File: src/rtl/stopwatch_controller.sv
// Stopwatch control FSM: synchronises and debounces three push-buttons and drives
// the decade-counter chain. Define STOPWATCH_LAP_EN to build in the lap button and the LAP state.
module stopwatch_controller #(
  parameter int unsigned DEBOUNCE_CYCLES = 100000,
  parameter int unsigned DB_WIDTH        = 17
) (
  input  logic       CLK,
  input  logic       RESET,
  input  logic       BTN_START_STOP,
  input  logic       BTN_LAP,
  input  logic       BTN_CLEAR,
  output logic       COUNT_ENABLE,
  output logic       COUNT_CLEAR,
  output logic       LAP_HOLD,
  output logic [1:0] STATE
);

  localparam int unsigned BTN_START_IDX = 0;
  localparam int unsigned BTN_CLEAR_IDX = 1;
`ifdef STOPWATCH_LAP_EN
  localparam int unsigned BTN_LAP_IDX   = 2;
  localparam int unsigned NUM_BTN       = 3;
`else
  localparam int unsigned NUM_BTN       = 2;
`endif
  localparam logic [DB_WIDTH-1:0] DB_LAST = DB_WIDTH'(DEBOUNCE_CYCLES - 1);

  typedef enum logic [1:0] {
    S_IDLE    = 2'b00,
    S_RUNNING = 2'b01,
    S_STOPPED = 2'b10,
    S_LAP     = 2'b11
  } state_e;

  logic [NUM_BTN-1:0]  btn_raw;
  logic [NUM_BTN-1:0]  sync1_q, sync2_q;
  logic [NUM_BTN-1:0]  db_q, db_d, db_prev_q;
  logic [NUM_BTN-1:0]  press_c;
  logic [DB_WIDTH-1:0] cnt_q [NUM_BTN];
  logic [DB_WIDTH-1:0] cnt_d [NUM_BTN];

  logic   start_ev, clear_ev, lap_ev;
  state_e state_q, state_d;
  logic   clear_d;
  logic   count_enable_q, count_clear_q;

`ifdef STOPWATCH_LAP_EN
  assign btn_raw = {BTN_LAP, BTN_CLEAR, BTN_START_STOP};
  assign lap_ev  = press_c[BTN_LAP_IDX];
`else
  logic unused_lap;
  assign unused_lap = BTN_LAP;
  assign btn_raw    = {BTN_CLEAR, BTN_START_STOP};
  assign lap_ev     = 1'b0;
`endif

  // Level flips only after DEBOUNCE_CYCLES consecutive disagreeing samples.
  always_comb begin
    db_d = db_q;
    for (int i = 0; i < NUM_BTN; i++) begin
      cnt_d[i] = '0;
      if (sync2_q[i] != db_q[i]) begin
        if (cnt_q[i] >= DB_LAST) begin
          db_d[i] = ~db_q[i];
        end else begin
          cnt_d[i] = cnt_q[i] + DB_WIDTH'(1);
        end
      end
    end
  end

  assign press_c  = db_q & ~db_prev_q;
  assign start_ev = press_c[BTN_START_IDX];
  assign clear_ev = press_c[BTN_CLEAR_IDX];

  // Per-state event priority: clear > start > lap, invalid events dropped.
  always_comb begin
    state_d = state_q;
    clear_d = 1'b0;
    case (state_q)
      S_IDLE: begin
        if (clear_ev) begin
          clear_d = 1'b1;
        end else if (start_ev) begin
          state_d = S_RUNNING;
        end
      end
      S_RUNNING: begin
        if (start_ev) begin
          state_d = S_STOPPED;
        end else if (lap_ev) begin
          state_d = S_LAP;
        end
      end
      S_LAP: begin
        if (start_ev) begin
          state_d = S_STOPPED;
        end else if (lap_ev) begin
          state_d = S_RUNNING;
        end
      end
      S_STOPPED: begin
        if (clear_ev) begin
          state_d = S_IDLE;
          clear_d = 1'b1;
        end else if (start_ev) begin
          state_d = S_RUNNING;
        end
      end
    endcase
  end

  always_ff @(posedge CLK or negedge RESET) begin
    if (!RESET) begin
      sync1_q        <= '0;
      sync2_q        <= '0;
      db_q           <= '0;
      db_prev_q      <= '0;
      for (int i = 0; i < NUM_BTN; i++) cnt_q[i] <= '0;
      state_q        <= S_IDLE;
      count_enable_q <= 1'b0;
      count_clear_q  <= 1'b0;
    end else begin
      sync1_q        <= btn_raw;
      sync2_q        <= sync1_q;
      db_q           <= db_d;
      db_prev_q      <= db_q;
      for (int i = 0; i < NUM_BTN; i++) cnt_q[i] <= cnt_d[i];
      state_q        <= state_d;
      count_enable_q <= (state_d == S_RUNNING) || (state_d == S_LAP);
      count_clear_q  <= clear_d;
    end
  end

`ifdef STOPWATCH_LAP_EN
  logic lap_hold_q;
  always_ff @(posedge CLK or negedge RESET) begin
    if (!RESET) lap_hold_q <= 1'b0;
    else        lap_hold_q <= (state_d == S_LAP);
  end
  assign LAP_HOLD = lap_hold_q;
`else
  assign LAP_HOLD = 1'b0;
`endif

  assign STATE        = state_q;
  assign COUNT_ENABLE = count_enable_q;
  assign COUNT_CLEAR  = count_clear_q;

endmodule

File: config.mk
export PLATFORM = sky130hd
export DESIGN_NAME = stopwatch_controller
export DESIGN_NICKNAME = d
export VERILOG_FILES = /design/src/rtl/stopwatch_controller.sv
export SDC_FILE = /design/constraint.sdc
export NUM_CORES = 1
export LEC_CHECK = 0
export BUFFER_PORTS_ARGS = -buffer_cell sky130_fd_sc_hd__buf_4
export CELL_PAD_IN_SITES_DETAIL_PLACEMENT = 2
export CELL_PAD_IN_SITES_GLOBAL_PLACEMENT = 2
export CORE_UTILIZATION = 36
export CTS_BUF_LIST = sky130_fd_sc_hd__clkbuf_16
export CTS_CLUSTER_SIZE = 25
export DETAILED_ROUTE_END_ITERATION = 8
export PLACE_DENSITY_LB_ADDON = 0.1
export SETUP_SLACK_MARGIN = 0.4
export SYNTH_ARGS = -nofsm -noshare
export SYNTH_HDL_FRONTEND = slang
export SYNTH_SLANG_ARGS = --single-unit
File: constraint.sdc
create_clock -name CLK -period 2.2 [get_ports CLK]
set_clock_uncertainty 0.1 [all_clocks]
set_input_delay 0.44 -clock CLK [delete_from_list [all_inputs] [get_ports CLK]]
set_output_delay 0.44 -clock CLK [all_outputs]
set_load 0.02 [all_outputs]
==> flow_summary_export.csv <==
group,metric,value,unit
place,dpl.hpwl,3.30,mm
sta,fmax,492,MHz
clock_tree,clkSinkCount,46,
layout,drive_gt1_share,31.5,%
global_routing,globalRouteOverflowTotal,0,
routing,drtIter0Drc,56,
clock_tree,cts-root-buf,"clkbuf_16",
clock_tree,h-tree-depth,2,
routing,wl_per_cell,18.7,um
routing,drcViolationCount,0,
place,portBuffers,7,
logic_synthesis,avgSynthCellArea,10.8,sq um
global_routing,antenna_found_initial,0,
logic_synthesis,ys_types,33,
critical_path,critPathMaxFanout,8,
logic_synthesis,synth_nets,206,
sta,drv_slew,0,
job,maxCapViolCount,0,
routing,vias_per_cell,5.22,
logic_synthesis,async_reset_ff_share,100,%
logic_synthesis,synthTopCellsByArea,"dfrtp_1, xor2_1, nor2_1",
sta,slew_headroom,59.9,%
logic_synthesis,synth_edf_count,0,
pwr,netSwitchingPower,388,uW
layout,instances_no_fill,294,
critical_path,arrival,2.15,ns
routing,finalWirelength,5.49,mm
sta,hold_viol,0,
sta,holdWs,0.0471,ns
logic_synthesis,syn_inst,199,
logic_synthesis,ys_top_cells_by_count,"dfrtp_1, nor2_1, xor2_1",
clock_tree,cts_buffers,5,
pwr,p_per_area,637,nW/um^2
place,dp_cells,274,
critical_path,worstSetupPathType,"reg2reg",
logic_synthesis,syn_area,2150,sq um
clock_tree,clk_path_buf_depth,2,
logic_synthesis,synth.most_common_cell,"dfrtp_1",
routing,dr.pass1.iters,4,
floorplanning,io-pin-count,10,
critical_path,worstSetupStartpointType,"register",
pwr,p_leak,0.00113,uW
sta,fin_crit,2.03,ns
floorplanning,die_w,79.2,um
clock_tree,clk_pin_slew_worst_paths,0.07,ns
place,gp_congestion,0.773,
logic_synthesis,ys_ff_latch,46,
min_path,hp-class,"in2async",
pwr,finalPower,1700,uW
floorplanning,std_cell_rows,27,
layout,postLayoutCoreUtil,47.2,%
outcome,status,"complete, no violations",
layout,antenna_cells,0,
layout,layout.nets,228,
place,pre_cts_ws,-0.0333,ns
sta,setup_viol,0,
logic_synthesis,seq_area_frac_synth,53.6,%
floorplanning,initial_core_util,38.0,%
clock_tree,clock_latency,0.28,ns
clock_tree,cts_tree,"yes",
logic_synthesis,yosysWarnings,0,
global_routing,grt_pass1_wl,9.11,mm
pwr,internal-power,1310,uW
sta,grt_setup_unrepaired,"true",
logic_synthesis,synth_top_area_share,53.6,%
global_routing,grt_pass1_vias,1778,
floorplanning,design.core.area,5640,sq um
sta,finalCritPeriodShare,92.3,%
global_routing,groute.usage.overall,19.4,%
floorplanning,die-area,6270,sq um
critical_path,cp-end-kind,"register",
routing,antenna_left,0,
sta,tightestPinTransition,0.602,ns
pwr,vdd.ir_drop.worst,323,uV
pwr,combPwrFrac,4.9,%
floorplanning,fp.dieH,79.2,um
logic_synthesis,synthFlopType,"dfrtp_1",
pwr,pwr-share-clk,43.9,%
pwr,seq_power_share,51.2,%
layout,syn2layout_area_growth,24.1,%
logic_synthesis,synth_top_cell_by_area,"dfrtp_1",
sta,setup_slack,0.169,ns
critical_path,required,2.32,ns
routing,vias,1535,
pwr,netSwitchingFraction,22.8,%
global_routing,grt_start_max_net_pins,47,
## metrics by stage
step	area, sq um	setup TNS, ns
floorplan	2180	0
global placement	2280	0
detailed placement	2280	-0.0333
CTS	2580	0
global route	2660	0
finish	2660	0
## cells in the final DEF (no fill, tap or decap), types with 2 or more instances in the layout
cell type	n
dfrtp_1	45
a311o_2	2
inv_1	3
and4_1	3
buf_4	18
mux2_2	2
nor2_2	15
clkbuf_16	6
nor2_4	8
xnor2_1	13
nand4_1	6
nand2_1	14
nor3_1	2
nand3_1	11
and3_1	6
nor3_4	2
nor2_1	20
xor2_1	20
## flip-flops by register name, summed over array words and instances (netlist names)
register and cells:
sync1_q 2, db_prev_q 2, COUNT_ENABLE 1, STATE 2, sync2_q 2, db_q 2
cnt_q 34, COUNT_CLEAR 1
## power by group through the flow
stage	registers (uW)	clock network [uW]	logic [uW]
2_1_floorplan	881	0	43.9
3_3_place_gp	882	0	62.0
3_5_place_dp	884	0	66.6
4_1_cts	869	768	77.3
5_1_grt	871	798	92.2
6_report	869	745	82.9
## final cells by class
type,instances,area [sq um]
inverters,3,11.3
multi-input cells,145,1080
clock inverters,3,21.3
well taps,72,90.1
repair buffers,20,180
clock buffers,5,125
flip-flops and latches,46,1150
fillers,565,2980
## worst paths after layout
| check | slack (ns) | to | startpoint | depth (start not counted) |
|---|---|---|---|---|
| setup / recovery | 0.17 | cnt_q[25] | cnt_q[28] | 6 |
| hold / removal | 0.05 | cnt_q[11] | RESET | 1 |
| setup reg to reg | 0.17 | cnt_q[25] | cnt_q[28] | 6 |
| hold reg to reg | 0.26 | sync2_q[0] | sync1_q[0] | 0 |
| max in group asynchronous | 1.52 | cnt_q[31] | RESET | 1 |
| min in group CLK | 0.17 | sync1_q[1] | BTN_CLEAR | 1 |
## per-layer routing
layer  GRT usage, %  vias up  wire, um
met5              0        -         0
li1               -      717         -
met2           36.3       15      3050
met3           3.79        4       118
met4           4.36        0        41
met1           22.4      799      2280
## timing repair
action,in CTS,in global routing
hold buffers,0,0
gates resized for setup,17,13
cloned,2,1
endpoints found under the setup margin,36,36
setup buffers,7,2
pin swaps,10,16
## critical path: stages, from the launching register on
cell and delay [ns]:
dfrtp_1 0.38, or4_4 0.57, a41oi_2 0.19, nor2_2 0.07, or3_4 0.37, clkbuf_16 0.20, nor2_4 0.08
## kinds of logic (layout without fill, tap and decap cells)
logic type	after synthesis	count (layout)	share of synthesized area (%)
buffers and inverters	10	31	3.03
AOI/OAI and AO/OA	8	10	3.03
DFF	46	46	53.6
xor gates and xnor gates	33	33	13.5
muxes	2	2	1.05
other	1	1	0.175
adders and majority gates	2	2	1.17
and+or+nand+nor	97	97	24.4
No activity file was read; power rests on OpenSTA's default activity.
